===== config.mk =====
export PLATFORM = sky130hd
export DESIGN_NAME = subsample_2x2
export DESIGN_NICKNAME = d
export VERILOG_FILES = /design/src/rtl/subsample_2x2.sv
export SDC_FILE = /design/constraint.sdc
export NUM_CORES = 1
export LEC_CHECK = 0
export ABC_AREA = 1
export CORE_MARGIN = 2
export CORE_UTILIZATION = 59
export DETAILED_ROUTE_END_ITERATION = 16
export GPL_TIMING_DRIVEN = 0
export PLACE_DENSITY = 0.83
export SYNTH_ARGS = -nofsm -noshare
export SYNTH_HDL_FRONTEND = slang
export SYNTH_SLANG_ARGS = --single-unit

===== constraint.sdc =====
create_clock -name clk -period 3 [get_ports clk]
set_clock_uncertainty 0.15 [all_clocks]
set_input_delay 0.6 -clock clk [delete_from_list [all_inputs] [get_ports clk]]
set_output_delay 0.6 -clock clk [all_outputs]
set_load 0.02 [all_outputs]

===== src/rtl/subsample_2x2.sv =====
// 2x2 chroma downsampler: eight 8-pixel rows in, one 4x4 block of quad averages out.
// Optional round-half-up averaging is enabled by defining SUBSAMPLE_ROUND_EN.
`ifndef CH
`define CH 2
`endif

module subsample_2x2 #(
  parameter int DATA_W = 8
) (
  input  logic                         clk,
  input  logic                         rst_n,
  input  logic                         valid_in,
  output logic                         ready_in,
  input  logic [$clog2(`CH+1)-1:0]     ch_in,
  input  logic signed [DATA_W-1:0]     row_in [7:0],
  output logic                         valid_out,
  input  logic                         ready_out,
  output logic [$clog2(`CH+1)-1:0]     ch_out,
  output logic signed [DATA_W-1:0]     block_out [3:0][3:0]
);

  localparam int CW = $clog2(`CH+1);

  // Handshake: a row moves on valid_in && ready_in; a block moves on valid_out && ready_out.
  logic [2:0]               row_cnt;
  logic [CW-1:0]            ch_lat;
  logic signed [DATA_W:0]   psum [4];
  logic signed [DATA_W-1:0] work [3][4];
  logic signed [DATA_W:0]   pair [4];
  logic signed [DATA_W+1:0] sum  [4];
  logic signed [DATA_W-1:0] res  [4];
  logic                     xfer;
  logic                     load;
  logic                     chroma;

  always_comb begin
    for (int c = 0; c < 4; c++) begin
      pair[c] = $signed({row_in[2*c][DATA_W-1], row_in[2*c]})
              + $signed({row_in[2*c+1][DATA_W-1], row_in[2*c+1]});
      sum[c]  = $signed({psum[c][DATA_W], psum[c]})
              + $signed({pair[c][DATA_W], pair[c]});
`ifdef SUBSAMPLE_ROUND_EN
      res[c]  = DATA_W'((sum[c] + (DATA_W+2)'(2)) >>> 2);
`else
      res[c]  = DATA_W'(sum[c] >>> 2);
`endif
    end
  end

  // Only the last row of a block can stall, and only while the held block is unconsumed.
  assign ready_in = !(row_cnt == 3'd7 && valid_out && !ready_out);
  assign xfer     = valid_in && ready_in;
  assign chroma   = (ch_lat == CW'(1)) || (ch_lat == CW'(2));
  assign load     = xfer && (row_cnt == 3'd7) && chroma;

  always_ff @(posedge clk or negedge rst_n) begin
    if (!rst_n) begin
      row_cnt   <= '0;
      ch_lat    <= '0;
      ch_out    <= '0;
      valid_out <= 1'b0;
      for (int c = 0; c < 4; c++) begin
        psum[c] <= '0;
        for (int r = 0; r < 3; r++) work[r][c] <= '0;
        for (int r = 0; r < 4; r++) block_out[r][c] <= '0;
      end
    end else begin
      if (xfer) begin
        row_cnt <= row_cnt + 3'd1;
        if (row_cnt == 3'd0) ch_lat <= ch_in;
        if (!row_cnt[0]) begin
          for (int c = 0; c < 4; c++) psum[c] <= pair[c];
        end else if (row_cnt[2:1] != 2'd3) begin
          for (int c = 0; c < 4; c++) work[row_cnt[2:1]][c] <= res[c];
        end
      end
      // The last output row goes straight from the adders to the output register.
      if (load) begin
        for (int c = 0; c < 4; c++) begin
          for (int r = 0; r < 3; r++) block_out[r][c] <= work[r][c];
          block_out[3][c] <= res[c];
        end
        ch_out    <= ch_lat;
        valid_out <= 1'b1;
      end else if (valid_out && ready_out) begin
        valid_out <= 1'b0;
      end
    end
  end

endmodule


==> impl_metrics.yaml <==
worst_setup_path:
  timing.critical_path.buf_inv: 2
  endpoint_kind: "flop"
  timing.rr.start: "row_cnt[0]"
  cp_cell_sequence: "clkdlybuf4s50_1 -> ha_4 -> nand2_1 -> o21ai_2 -> nand2_1 -> nand2_1 -> nand2_1 -> and2_1 -> ha_1 -> nand2_1 -> nand2_1 -> inv_1 -> nor2_1 -> nor2_2 -> nand2_1 -> nand2_1 -> nand3_1 -> nand2_1"
  arrival_time_at_the_worst_endpoint_ns: 3.25
  timing.critical_path.to: "block_out[110]"
  reg2reg_setup_slack_ns: 0.40
  rr_endpoint: "block_out[107]"
  ff2ff_path_depth: 10
  timing.critical_path.slowest_stage_cell: "sky130_fd_sc_hd__clkdlybuf4s50_1"
  critPathLaunchType: "input port"
  crit_start: "row_in[26]"
  maximum_fanout_along_the_worst_path: 5
  worst_ep_required_time_ns: 3.32
  crit_top_cell: "sky130_fd_sc_hd__nand2_1"
  critical_path_cell_count: 18
  setup.worst_path.class: "in -> reg"
  worst_path_dominant_cell_family: "simple AND/OR/NAND/NOR gates"
  worst_path_largest_cell_delay_ns: 0.45
drt:
  final_antenna_net_count: 0
  firstDrtPassIters: 6
  routed-via-count: 12380
  detail_route.iter0.violations: 1186
  post_drt_via_cell_ratio: 5.575
  routed_wire_length_per_instance_um: 17.23
  drt_wl_total_um: 38260
  drc_errors: 0
global_routing:
  grt_first_pass_wirelength_um: 59510
  globalRouteOverflowTotal: 0
  grt_antenna_before_repair: 0
  globalRoute.busiestLayer: "met2"
  grt.met1_usage: 0.4018
  maximum_number_of_pins_on_one_net_before_global_route_repair: 119
  use_met3: 0.04791
  first_global_vias: 12080
  groute.layer.met2.usage: 0.5300
  grtUsageTotal: 0.3121
power:
  leakage_uw: 0.009150
  pwr_density_cell_nw_per_um2: 995.9
  power.internal_uw: 10180
  netSwitchingPower_uw: 7158
  share_seq_of_total_power: 0.356
  clockPowerShare: 0.184
  irDropWorstVdd_uv: 449.5
  pwr-share-comb: 0.460
  p_sw_frac: 0.4128
floorplan:
  placement_rows: 54
  dieArea_um2: 23790
  initial_core_util: 0.6066
  coreArea_um2: 21960
  ios: 202
  die_y_um: 154.3
  floorplan.die.width_um: 154.3
synth:
  most_numerous_cell_in_the_yosys_netlist: "sky130_fd_sc_hd__nand2_1"
  dominantRegCellSynth: "sky130_fd_sc_hd__dfrtp_1"
  ys_seq_elements: 268
  yosys_warnings: 0
  syn_area_per_cell_um2: 7.929
  post_synth_instance_area_um2: 13320
  number_of_flops_mapped_to_enable_cells_by_yosys: 0
  area_share_of_the_largest_cell_type_after_synthesis: 0.5035
  post_synth_main_area_contributors: "sky130_fd_sc_hd__dfrtp_1, sky130_fd_sc_hd__nand2_1, sky130_fd_sc_hd__ha_1"
  postSynthCellCount: 1680
  synth.yosys.seq_area_share: 0.5035
  post-synth-top-area-cell: "sky130_fd_sc_hd__dfrtp_1"
  synth_fp_nets: 1821
  synth_async_sr_flop_share: 1.000
  yosysUniqueCellTypes: 29
  top_post_synthesis_cells_by_count: "sky130_fd_sc_hd__nand2_1, sky130_fd_sc_hd__dfrtp_1, sky130_fd_sc_hd__nand3_1, sky130_fd_sc_hd__inv_1, sky130_fd_sc_hd__ha_1"
timing:
  worstMarginPinSlew_ns: 0.8971
  report.final.slew_viol_count: 0
  final_critical_path_setup_slack_ns: 0.07366
  finalSetupViolCount: 0
  clock.fmax_mhz: 341.7
  hold_viol_final: 0
  final_period_minus_worst_setup_slack_ns: 2.926
  relSlewSlack: 0.3999
  fin_setup_tns_ns: 0
  min_period_over_period: 0.9754
placement:
  dp_slack_ns: -0.8485
  detailed_place.area_um2: 15740
  io_buffers: 201
  hpwlAfterDp_um: 26650
  globalplace.congestion: 0.8900
finish:
  finish.instance_area_um2: 17410
  fillers: 1376
  post-route-util: 0.7928
  antenna_cells_inserted: 0
  design.final.nets: 2065
  area_growth_pct: 30.69
  drive_above_1_share: 0.1226
cts:
  insertion_delay_ns: 0.54
  cts.sink_count: 268
  tritoncts: "built"
  htree_levels: 1
  clkTransAtPathRegs_ns: 0.06
  cts_buffers: 26
  deepest_clock_path_buffer_count: 3
  root_buffer_master: "sky130_fd_sc_hd__clkbuf_16"
job:
  drv.max_cap_violation_count: 0
run_status:
  status: "completed"
min_path:
  min-delay-path-class: "reg -> reg"
logic make-up (layout without fill, tap and decap cells):
kind of cell	count (synthesis)	count (layout)	share of synthesized area
compound gates	112	112	0.04490
xor+xnor	25	25	0.01644
fa+ha+maj	71	71	0.06895
buf+inv	187	448	0.05936
flops	268	268	0.5035
simple gates	1017	1017	0.3069
per-layer routing:
metal  up-vias  share of wire
met5         -              0
met4         0          0.047
met3       126          0.082
met2       607           0.49
met1      5898           0.39
li1       5752              -
metrics by stage:
step                power (µW)  hold WS, ns  instances
floorplan                10050       0.1544       1680
detailed placement       13280       0.3074       2163
finish                   17340       0.3158       2221
global placement         13020       0.3038       2161
global route             18250       0.3466       2221
CTS                      16820       0.3221       2216
final cells by class:
cell class	instances	area (µm²)	area share
multi-input cells	1225	6536	0.3755
plain buffers	53	287.8	0.01653
inverters	134	503.0	0.02889
well taps	280	350.3	0.02013
flip-flops and latches	268	6706	0.3853
repair buffers	216	2195	0.1261
clock inverters	9	70.07	0.004025
clock buffers	36	759.5	0.04363
worst reg2reg max path, delay by kind of cell, from the launching register on:
family | cells | cell delay (ns)
DFF | 1 | 0.45
adders and majority gates | 2 | 0.46
buffers and inverters | 2 | 0.58
and+or+nand+nor | 6 | 0.88
placed cells by master (no fill, tap or decap), types with 25 or more instances in the layout:
cell type                         instances
sky130_fd_sc_hd__buf_4                   25
sky130_fd_sc_hd__clkbuf_16               27
sky130_fd_sc_hd__clkdlybuf4s50_1        191
sky130_fd_sc_hd__dfrtp_1                268
sky130_fd_sc_hd__ha_1                    37
sky130_fd_sc_hd__inv_1                  123
sky130_fd_sc_hd__nand2_1                768
sky130_fd_sc_hd__nand2_2                 29
sky130_fd_sc_hd__nand3_1                123
sky130_fd_sc_hd__nor2_1                  33
sky130_fd_sc_hd__o21ai_0                 42
flip-flops by register name, indices dropped and copies added (netlist names):
name / count
ch_out: 2
block_out: 128
psum: 36
row_cnt: 3
valid_out: 1
work: 96
ch_lat: 2
worst min path at each step:
stage,slack [ns],endpoint,cells past startpoint,startpoint
2_1_floorplan,0.15,block_out[0],0,rst_n
3_3_place_gp,0.30,block_out[63],2,block_out[63]
3_5_place_dp,0.31,block_out[20],2,block_out[20]
4_1_cts,0.32,block_out[20],2,block_out[20]
5_1_grt,0.35,work[46],2,work[46]
6_report,0.32,block_out[20],2,block_out[20]
what timing repair did:
action                                  CTS  global route
pin swaps                                24            38
endpoints found under the setup margin   64            95
endpoints found under the hold margin    40             0
setup buffers                             7             5
resized for setup                        50           111
hold buffers                              1             0
power by group through the flow:
stage	Clock, µW	Combinational [µW]	Sequential [µW]
floorplan	0	3180	6860
global placement	0	6920	6100
detailed placement	0	7150	6130
CTS	3200	7500	6120
global route	3350	8610	6290
finish	3200	7980	6160
Note: power is estimated with default switching activity, not from simulation.
